## config.mk

```make
export PLATFORM = sky130hd
export DESIGN_NAME = seven_seg_scanner
export DESIGN_NICKNAME = d
export VERILOG_FILES = /design/src/rtl/seven_seg_scanner.sv
export SDC_FILE = /design/constraint.sdc
export NUM_CORES = 1
export LEC_CHECK = 0
export ABC_AREA = 1
export CORE_UTILIZATION = 46
export CTS_BUF_LIST = sky130_fd_sc_hd__clkbuf_2
export CTS_CLUSTER_DIAMETER = 60
export CTS_CLUSTER_SIZE = 10
export DETAILED_ROUTE_END_ITERATION = 8
export GPL_ROUTABILITY_DRIVEN = 0
export PLACE_DENSITY = 0.68
export SLEW_MARGIN = 20
export SYNTH_ARGS = -nofsm -noshare
export SYNTH_HDL_FRONTEND = slang
export SYNTH_SLANG_ARGS = --single-unit
```

## constraint.sdc

```tcl
create_clock -name clk -period 5.1 [get_ports clk]
set_input_delay 1.02 -clock clk [delete_from_list [all_inputs] [get_ports clk]]
set_output_delay 1.02 -clock clk [all_outputs]
set_load 0.02 [all_outputs]
```

## src/rtl/seven_seg_scanner.sv

```systemverilog
`default_nettype none
// ============================================================================
//  Module   : seven_seg_scanner
//  Purpose  : Multiplexed 4-digit seven-segment driver with frame snapshot
//             and leading-zero blanking.
//  Revision : 1.0 - initial release
// ============================================================================
module seven_seg_scanner #(
    parameter int unsigned REFRESH_DIV = 100000
) (
    input  logic       clk,
    input  logic       reset,
    input  logic       en,
    input  logic       blank_lz,
    input  logic [3:0] ones,
    input  logic [3:0] tens,
    input  logic [3:0] hund,
    input  logic [3:0] thou,
    output logic [6:0] seg,
    output logic [3:0] an,
    output logic       frame_tick
);

    localparam int unsigned      CNT_W    = (REFRESH_DIV > 1) ? $clog2(REFRESH_DIV) : 1;
    localparam logic [CNT_W-1:0] CNT_LAST = CNT_W'(REFRESH_DIV - 1);
    localparam logic [3:0]       AN_OFF   = 4'b1111;
    localparam logic [6:0]       SEG_OFF  = 7'h7F;
    localparam logic [6:0]       SEG_DASH = 7'h3F;

    logic [CNT_W-1:0] presc_q, presc_d;
    logic [1:0]       idx_q, idx_d;
    logic [3:0]       snap_ones_q, snap_tens_q, snap_hund_q, snap_thou_q;
    logic [3:0]       an_q, an_d;
    logic [6:0]       seg_q, seg_d;

    logic             tick;
    logic             wrap;
    logic             load;
    logic             blank_thou, blank_hund, blank_tens;
    logic [3:0]       digit;
    logic             digit_blank;
    logic [3:0]       an_sel;

    function automatic logic [6:0] decode(input logic [3:0] d);
        logic [6:0] s;
        case (d)
            4'd0:    s = 7'h40;
            4'd1:    s = 7'h79;
            4'd2:    s = 7'h24;
            4'd3:    s = 7'h30;
            4'd4:    s = 7'h19;
            4'd5:    s = 7'h12;
            4'd6:    s = 7'h02;
            4'd7:    s = 7'h78;
            4'd8:    s = 7'h00;
            4'd9:    s = 7'h10;
            default: s = SEG_DASH;
        endcase
        return s;
    endfunction

    assign tick = (presc_q == CNT_LAST);
    assign wrap = tick && (idx_q == 2'd3);

    // Blanking cascades from the most significant digit down; ones always shows.
    assign blank_thou = blank_lz && (snap_thou_q == 4'd0);
    assign blank_hund = blank_thou && (snap_hund_q == 4'd0);
    assign blank_tens = blank_hund && (snap_tens_q == 4'd0);

    always_comb begin
        digit       = snap_ones_q;
        digit_blank = 1'b0;
        an_sel      = 4'b1110;
        case (idx_q)
            2'd0: begin
                digit       = snap_ones_q;
                digit_blank = 1'b0;
                an_sel      = 4'b1110;
            end
            2'd1: begin
                digit       = snap_tens_q;
                digit_blank = blank_tens;
                an_sel      = 4'b1101;
            end
            2'd2: begin
                digit       = snap_hund_q;
                digit_blank = blank_hund;
                an_sel      = 4'b1011;
            end
            default: begin
                digit       = snap_thou_q;
                digit_blank = blank_thou;
                an_sel      = 4'b0111;
            end
        endcase
    end

    always_comb begin
        presc_d = presc_q;
        idx_d   = idx_q;
        load    = 1'b0;
        an_d    = AN_OFF;
        seg_d   = SEG_OFF;
        if (!en) begin
            // Disabled: track the inputs continuously so enabling shows fresh data.
            presc_d = '0;
            idx_d   = 2'd0;
            load    = 1'b1;
        end else begin
            presc_d = tick ? '0 : presc_q + 1'b1;
            idx_d   = tick ? idx_q + 2'd1 : idx_q;
            load    = wrap;
            an_d    = digit_blank ? AN_OFF  : an_sel;
            seg_d   = digit_blank ? SEG_OFF : decode(digit);
        end
    end

    always_ff @(posedge clk or posedge reset) begin
        if (reset) begin
            presc_q     <= '0;
            idx_q       <= 2'd0;
            snap_ones_q <= 4'd0;
            snap_tens_q <= 4'd0;
            snap_hund_q <= 4'd0;
            snap_thou_q <= 4'd0;
            an_q        <= AN_OFF;
            seg_q       <= SEG_OFF;
        end else begin
            presc_q <= presc_d;
            idx_q   <= idx_d;
            an_q    <= an_d;
            seg_q   <= seg_d;
            if (load) begin
                snap_ones_q <= ones;
                snap_tens_q <= tens;
                snap_hund_q <= hund;
                snap_thou_q <= thou;
            end
        end
    end

    assign an         = an_q;
    assign seg        = seg_q;
    assign frame_tick = en && wrap;

endmodule
`default_nettype wire

```

**Word level (Yosys, flattened, before mapping)**

Memories as Yosys holds them, arrays and structs flattened.
Index checks and enable logic that the tools add are counted.

- Logic and storage cells: 37
- Memories kept: 1
- Register bits: 46
- Output and inout port bits: 12
- Bits in read-only memories: 112

- Reduce and logical (&&, ||, !) cells: 9
- Muxes and demuxes: 12
- $add $sub $neg: 2
- Equal/unequal tests: 5

Memory list:

| memory | words | bits a word | read ports | clocked after Yosys merged registers in | wr ports | line | RTL |
|---|---|---|---|---|---|---|---|
| (name not given) | 16 | 7 | 1 | 0 | 0 | 46 | `case (d)` |

Operators by type and width:

| kind | count |
|---|---|
| 17-bit 2-to-1 mux | 2 |
| 4-bit case mux with 3 select lines | 2 |
| 17-bit by 1-bit adder with 17-bit output (second input constant) | 1 |
| 17-bit == test (second input constant) | 1 |
| 7-bit 2-to-1 mux | 2 |
| 4-bit logical NOT | 3 |
| 4-bit 2-to-1 mux | 2 |
| 1-bit logical AND | 5 |
| 2-bit == test (second input constant) | 2 |
| 2-bit 2-to-1 mux | 2 |
| 1-bit case mux with 3 select lines | 1 |
| 2-bit by 1-bit adder with 2-bit output (second input constant) | 1 |
| 2-bit by 1-bit == test with 1-bit output (second input constant) | 1 |
| 2-bit logical NOT | 1 |
| 2-bit by 1-bit != test with 1-bit output (second input constant) | 1 |
| 1-bit 2-to-1 mux | 1 |

**Logic depth before layout (Yosys ltp)**

Gate-level depths: netlist (run 1).

- Depth after elaboration: 7
- Mapped depth: 12

**Worst setup path after synthesis (run 1)**

OpenSTA, ideal clock, no wires.

- Path kind: input to output
- Start: in en
- End: out frame_tick
- Setup slack: 2449 ps
- Buffers on the path: 1
- Stages on the path: 3
- Arrival time: 1631 ps
- Data required time: 4080 ps
- Cell sequence: buf_2 inv_1 nor2_1

- Cells in the longest elaborated chain, start to end: 1

RTL lines:

| element | line | RTL |
|---|---|---|
| start, declared | 13 | `input logic en,` |
| 1-bit logical AND | 144 | `assign frame_tick = en && wrap;` |
| end, declared | 21 | `output logic frame_tick` |

No other way between the ends.

**Final worst setup path (run 1)**

Ends and elaborated chain as after synthesis.

==> flow_summary.ini, run 1 <==
[grt]
antenna_found_initial = 0
grt_max_degree = 47
overflow = 0
grt_first_pass_wirelength_um = 8420
grt_usage = 0.199
grt_pass1_vias = 1825

[clock_network]
cts_tree = built
clk_pin_slew_ns = 0.21
clkLatencyLatePin_ns = 0.42
postCtsHoldBufs = 0
h-tree-depth = 2
clock_sinks = 46
max-clock-path-buffers = 2
cts_resized = 0
cts-root-buf = clkbuf_2
cts_buffers = 5
postCtsSetupBuffers = 0

[drt]
first_iter_violations = 141
drc = 0
route.vias.total = 2042
via_per_inst = 4.94
wl_um = 4910
drtAntennaViolNets = 0
highest_layer = met4
wl_per_cell_um = 11.9
route.layer.met1.wl_um = 2460
route.met2.wl_um = 2140
wl_met3_um = 242
dr.pass1.iters = 4

[pwr]
swShare = 0.321
p_per_area_nw_per_um2 = 271
pwr-share-comb = 0.271
p_leak_uw = 0.00134
p_switching_uw = 251
intPower_uw = 531
seqPwrFrac = 0.541
peakVddDrop_mv = 0.141
power_frac_clock = 0.187

[outcome]
status = finished, final reports clean

[logic_synthesis]
avgSynthCellArea_um2 = 8.04
ys_seq_area_frac = 0.472
yosys_most_used_dff = dfrtp_1
ys_async_sr_fraction = 1.00
synth_top_area_share = 0.355
synth_area_um2 = 2470
synth_cell_types = 35
synthCells = 307
synth_top_cells_by_area = dfrtp_1 (35%), nand2_1 (15%), dfstp_2 (12%), nand3_1 (5.7%), nor2_1 (4.9%)
synth_warnings = 0
synth_edf_count = 0
ys_ff_latch = 46
synth_nets = 336
synth_largest_area_cell = dfrtp_1

[setup_path]
crit_path_top_delay_cell = clkdlybuf4s50_1
cp_cell_sequence = clkdlybuf4s50_1, buf_4, inv_1, nor2_1, clkdlybuf4s50_1
cp_top_family = buffers and inverters
start_kind = primary input
required_ns = 4.08
cp_common_cell = clkdlybuf4s50_1
slowest_delay_ns = 0.60
cp.arrival_ns = 2.58
crit_fanout = 18
path_buf_inv = 4
end_kind = primary output
path_class = primary input to primary output

[floorplan]
initial_utilization = 0.480
die_w_um = 75.2
die_y_um = 75.2
die_area_um2 = 5660
ios = 32
core_um2 = 5140
num_rows = 26

[sta]
hold_violations = 0
rsz0062_at_grt = false
finalMaxSlewViolations = 0
max_slew_margin = 0.628
tightest_slew_ns = 0.558
setup_violations = 0
fin_setup_tns_ns = 0
clock_skew_ns = 0.0150
fin_crit_ns = 3.60
fmax_ghz = 0.278
period_share = 0.706

[final_layout]
fillers = 505
drive_gt1_frac = 0.128
multiInputGateArea_um2 = 1150
post-route-cell-area_um2 = 2880
ff_latch_area_um2 = 1160
diodes = 0
syn_to_final_growth_pct = 16.8
fin_nets = 371

[job]
maxCapViolations = 0

[worst_hold_path]
hp-class = flip-flop to flip-flop

[place]
hpwl_um = 3650
portBuffers = 31
placed_area_um2 = 2840
-- worst paths after layout --
path                       startpoint        endpoint  slack (ns)  cells after the start
setup / recovery                   en      frame_tick        1.50                      5
hold / removal             presc_q[0]      presc_q[0]        0.48                      1
setup reg to reg             idx_q[0]          seg[3]        2.92                     10
hold reg to reg            presc_q[0]      presc_q[0]        0.48                      1
max in group asynchronous       reset           an[0]        3.69                      3
min in group asynchronous       reset  snap_hund_q[0]        1.02                      3
-- state kept, by name, summed over array words and instances (netlist names) --
name and count:
snap_tens_q 4, presc_q 17, idx_q 2, snap_thou_q 4, seg 7, snap_ones_q 4
snap_hund_q 4, an 4
-- cell type report --
type	instances	area share
multi-input combinational	225	0.399
timing repair buffer	33	0.113
tap	70	0.0304
clock inverter	2	0.00304
inverter	31	0.0404
clock buffer	6	0.0104
sequential	46	0.404
-- power by group through the flow --
stage | Sequential, uW | Clock, uW | Combinational [uW]
after floorplan | 451 | 0 | 118
after global placement | 430 | 0 | 210
after detailed placement | 430 | 0 | 213
after CTS | 424 | 152 | 215
after global routing | 427 | 167 | 242
final | 423 | 147 | 212
-- metrics by stage --
step	setup WS, ns	hold slack (ns)	std cells	utilization	power, uW
finish	1.50	0.479	413	0.561	782
global route	1.41	0.525	413	0.561	836
CTS	1.49	0.487	413	0.561	790
detailed placement	1.49	0.466	405	0.553	643
global placement	1.50	0.454	405	0.553	640
floorplan	2.45	0.433	307	-	569
-- metal layers --
| metal | up-vias | GRT usage |
|---|---|---|
| li1 | 1045 | - |
| met1 | 923 | 0.301 |
| met2 | 67 | 0.290 |
| met3 | 7 | 0.0281 |
| met4 | 0 | 0.0720 |
| met5 | - | 0 |
-- cell families after synthesis --
logic type | after synthesis | synth area share
buffers and inverters | 36 | 0.0619
and+or+nand+nor | 190 | 0.349
xor gates and xnor gates | 2 | 0.00710
AOI/OAI and AO/OA | 24 | 0.0644
DFF | 46 | 0.472
adders and majority gates | 9 | 0.0456
-- placed cells by master, fill, tap and decap left out, drive strengths merged --
master / instances
xor2: 2
nand4: 4
dfrtp: 35
nor3: 9
clkinv: 3
a21oi: 8
dfstp: 11
inv: 30
buf: 2
o22ai: 2
or2: 2
o21bai: 1
nand3: 30
clkbuf: 6
a31oi: 1
ha: 9
nor2: 36
clkdlybuf4s50: 31
o21ai: 12
nand3b: 2
nor4: 1
nor3b: 2
nand2: 104
-- Yosys cell counts (2+ instances only) --
cell      count
nand3_1      28
dfstp_2      11
nor3_1        8
nor3b_1       2
nand2_2       3
inv_2         3
nor2_2        2
o21ai_0       5
nor2_1       32
buf_2         2
ha_1          9
dfrtp_1      35
o21ai_2       5
nand2_1     100
buf_6         2
o21ai_1       2
a21oi_1       6
nand3b_1      2
a21oi_2       2
or2_2         2
inv_1        28
nand4_1       4
xor2_1        2
Note: power is estimated with default switching activity, not from simulation.
==> inputs of run 2 (changes only) <==
- PLACE_DENSITY: 0.68 -> 0.71
- clock period: 5.1 -> 2.95 ns (I/O delays scaled with it)
==> flow_summary.ini, run 2 (synthesis gave the netlist of run 1 again) <==
[pwr]
p_leak_uw = 0.00134
p_per_area_nw_per_um2 = 470
power_uw = 1350
peakVddDrop_mv = 0.255

[place]
hpwl_um = 3600
portBuffers = 31
dpl_worst_slack_ns = 0.454

[drt]
drc = 0
first_iter_violations = 159
drtAntennaViolNets = 0
dr.pass1.iters = 4
wl_um = 4900
via_per_inst = 4.96
wl_per_cell_um = 11.9
route.vias.total = 2043

[setup_path]
start_kind = flip-flop
end_kind = primary output
cp_cell_sequence = nor2_1, nand3_2, nor3_1, nand3_1, nor2_1, clkdlybuf4s50_1
crit_path_top_delay_cell = clkdlybuf4s50_1
cp.arrival_ns = 2.18
crit_fanout = 6
path_class = flip-flop to primary output
slowest_delay_ns = 0.61
required_ns = 2.36
cp_common_cell = nor2_1

[clock_network]
postCtsHoldBufs = 0
max-clock-path-buffers = 2
cts_buffers = 5
cts-root-buf = clkbuf_2
clk_pin_slew_ns = 0.23
cts_tree = built
cts_resized = 0
clock_sinks = 46
h-tree-depth = 2
clkLatencyLatePin_ns = 0.42
postCtsSetupBuffers = 0

[sta]
rsz0062_at_grt = false
fin_crit_ns = 2.77
tightest_slew_ns = 0.565
finalMaxSlewViolations = 0
max_slew_margin = 0.623
hold_violations = 0
clock_skew_ns = 0.0259
setup_violations = 0
fin_setup_tns_ns = 0
fmax_ghz = 0.360
period_share = 0.941
fin_ws_ns = 0.175

[floorplan]
die_area_um2 = 5660
ios = 32
num_rows = 26
die_y_um = 75.2
core_um2 = 5140
die_w_um = 75.2
initial_utilization = 0.480

[final_layout]
final_cell_mix = nand2_1 (100), dfrtp_1 (35), nor2_1 (32), clkdlybuf4s50_1 (31), nand3_1 (28)
drive_gt1_frac = 0.129
ff_latch_area_um2 = 1160
syn_to_final_growth_pct = 16.7
diodes = 0
fillers = 524
final_common_cell = nand2_1
largest_reg_flops = 17
fin_nets = 371
top_register = presc_q
multiInputGateArea_um2 = 1150

[grt]
overflow = 0
antenna_found_initial = 0
grt_first_pass_wirelength_um = 8390
grt_max_degree = 47
grt_pass1_vias = 1907
grt_usage = 0.200

[worst_hold_path]
hp-class = flip-flop to flip-flop

[job]
maxCapViolations = 0

[outcome]
status = finished, final reports clean
run 2: cell types whose count changed in the layout (fill, tap and decap cells not counted):
cell,change
clkbuf_2,+1
clkinv_1,-1
clkinv_2,-1
run 2: critical path: cells and delay by family, from the launching register on:
kind / cells / cell delay (ns)
buffers and inverters: 1 / 0.61
flip-flops: 1 / 0.48
AND/OR/NAND/NOR: 5 / 0.67
run 2: metrics by stage:
| stage | cell area [um2] | hold slack, ns | util | cells |
|---|---|---|---|---|
| finish | 2880 | 0.477 | 0.560 | 412 |
| global route | 2880 | 0.511 | 0.560 | 412 |
| CTS | 2880 | 0.479 | 0.560 | 412 |
| detailed placement | 2840 | 0.455 | 0.553 | 405 |
| global placement | 2840 | 0.445 | 0.553 | 405 |
| floorplan | 2470 | 0.433 | - | 307 |
run 2: power breakdown:
group	switching, uW	internal (uW)	total [uW]
Sequential	27.4	705	733
Combinational	211	156	367
Clock	192	61.6	254
run 2: per-layer routing:
metal / track usage / up-vias / part of all wire
met5: 0 / - / 0
met2: 0.317 / 53 / 0.46
met1: 0.272 / 941 / 0.48
met3: 0.0495 / 7 / 0.045
li1: - / 1042 / -
met4: 0.0638 / 0 / 0.013
run 2: area by class of cell:
type	instances	area share
Sequential cell	46	0.405
Multi-Input combinational cell	225	0.399
Timing Repair Buffer	33	0.113
Inverter	31	0.0404
Tap cell	70	0.0304
Clock buffer	7	0.0122
run 2: path summary, 6_finish.rpt:
check	from	endpoint	slack, ns	depth (start not counted)
setup / recovery	presc_q[5]	frame_tick	0.18	6
hold / removal	presc_q[0]	presc_q[0]	0.48	1
setup reg to reg	idx_q[0]	seg[3]	0.81	9
hold reg to reg	presc_q[0]	presc_q[0]	0.48	1
max in group asynchronous	reset	seg[5]	1.95	3
min in group asynchronous	reset	presc_q[11]	0.57	3
==> inputs of run 3 (changes only) <==
--- a/config.mk
+++ b/config.mk
@@ -8,3 +8,5 @@
 export ABC_AREA = 1
-export CORE_UTILIZATION = 46
+export CELL_PAD_IN_SITES_DETAIL_PLACEMENT = 0
+export CELL_PAD_IN_SITES_GLOBAL_PLACEMENT = 2
+export CORE_UTILIZATION = 30
 export CTS_BUF_LIST = sky130_fd_sc_hd__clkbuf_2
@@ -14,3 +16,3 @@
 export GPL_ROUTABILITY_DRIVEN = 0
-export PLACE_DENSITY = 0.71
+export PLACE_DENSITY_LB_ADDON = 0.1
 export SLEW_MARGIN = 20
--- a/constraint.sdc
+++ b/constraint.sdc
@@ -3,2 +3,2 @@
 set_output_delay 0.59 -clock clk [all_outputs]
-set_load 0.02 [all_outputs]
+set_load 0.05 [all_outputs]
==> flow_summary.ini, run 3 (synthesis gave the netlist of run 1 again) <==
[job]
maxCapViolations = 0

[drt]
dr.pass1.iters = 4
drtAntennaViolNets = 0
drc = 0
via_per_inst = 4.51
first_iter_violations = 65
route.vias.total = 2013
wl_um = 5760
wl_per_cell_um = 12.9

[outcome]
status = finished, final reports clean

[grt]
grt_max_degree = 26
grt_first_pass_wirelength_um = 9850
overflow = 0
antenna_found_initial = 0
grt_usage = 0.148
grt_pass1_vias = 1902

[clock_network]
postCtsSetupBuffers = 0
clk_pin_slew_ns = 0.25
max-clock-path-buffers = 2
postCtsHoldBufs = 0
h-tree-depth = 2
clock_sinks = 46
cts_tree = built
clkLatencyLatePin_ns = 0.43
cts-root-buf = clkbuf_2
cts_buffers = 5
cts_resized = 0

[floorplan]
num_rows = 32
initial_utilization = 0.314
core_um2 = 7850
die_area_um2 = 8590
die_w_um = 92.7
ios = 32
die_y_um = 92.7

[setup_path]
r2r-start = idx_q[0]
path_class = flip-flop to primary output
cp.arrival_ns = 1.84
reg2reg_slack_ns = 0.76
required_ns = 2.36
crit_fanout = 6
end_kind = primary output
r2r_end = seg[3]
start_kind = flip-flop
crit_start = presc_q[5]
crit_path_end = frame_tick
worstRegToRegCells = 9

[sta]
fin_setup_tns_ns = 0
setup_violations = 0
max_slew_margin = 0.669
hold_violations = 0
rsz0062_at_grt = false
finalMaxSlewViolations = 0
clock_skew_ns = 0.0150
fin_crit_ns = 2.43
holdWs_ns = 0.476
tightest_slew_ns = 0.495
period_share = 0.825
fmax_ghz = 0.411

[final_layout]
postLayoutCoreUtil = 0.375
fin_nets = 372
drive_gt1_frac = 0.137
final_common_cell = nand2_1
syn_to_final_growth_pct = 19.2
top_register = presc_q
diodes = 0
largest_reg_flops = 17
final_cell_mix = nand2_1 (100), dfrtp_1 (35), nor2_1 (32), clkdlybuf4s50_1 (30), nand3_1 (28)

[place]
hpwl_um = 4340
portBuffers = 31

[pwr]
p_per_area_nw_per_um2 = 492
power_uw = 1450
peakVddDrop_mv = 0.164
p_leak_uw = 0.00135

[worst_hold_path]
hp-class = primary input to async pin
run 3: changes by cell type in the layout (fill, tap and decap cells not counted):
cell / change
clkbuf_2: -1
buf_4: +1
clkinv_2: +1
inv_2: +1
buf_12: +1
clkdlybuf4s50_1: -1
run 3: final cells by class:
| cell class | instances | area, um2 |
|---|---|---|
| clock buffers | 6 | 30.0 |
| clock inverters | 2 | 8.76 |
| fillers | 850 | 4910 |
| inverters | 31 | 116 |
| multi-input cells | 225 | 1150 |
| flip-flops and latches | 46 | 1160 |
| well taps | 102 | 128 |
| repair buffers | 34 | 343 |
run 3: worst min path at each step:
stage                    start    endpoint  slack, ns  depth (start not counted)
finish                   reset       an[1]       0.48                          2
global route             reset       an[1]       0.44                          2
CTS                      reset       an[1]       0.47                          2
detailed placement  presc_q[0]  presc_q[0]       0.47                          1
global placement    presc_q[0]  presc_q[0]       0.46                          1
floorplan           presc_q[0]  presc_q[0]       0.43                          1
run 3: layer usage:
| layer | routed length, um | part of all wire | vias to the layer above | GRT usage |
|---|---|---|---|---|
| met5 | 0 | 0 | - | 0 |
| met4 | 40 | 0.0069 | 0 | 0.0346 |
| met1 | 3240 | 0.56 | 922 | 0.240 |
| met3 | 170 | 0.030 | 4 | 0.0296 |
| met2 | 2310 | 0.40 | 33 | 0.196 |
| li1 | - | - | 1054 | - |
run 3: per-stage QoR:
stage	instance area [um2]	setup slack (ns)	cells
global route	2940	0.311	446
floorplan	2470	0.770	307
CTS	2940	0.467	446
finish	2940	0.518	446
global placement	2900	0.783	438
detailed placement	2900	0.769	438
run 3: report_power, final:
part           switching, uW  total (uW)  internal (uW)
registers               27.9         733            705
clock network            216         274           58.3
logic                    283         439            156
run 3: critical path, cell delays in order, from the launching register on:
cell and delay (ns):
dfrtp_1 0.49, nor2_1 0.14, nand3_2 0.14, nor3_1 0.21
nand3_1 0.09, nor2_1 0.18, buf_12 0.16
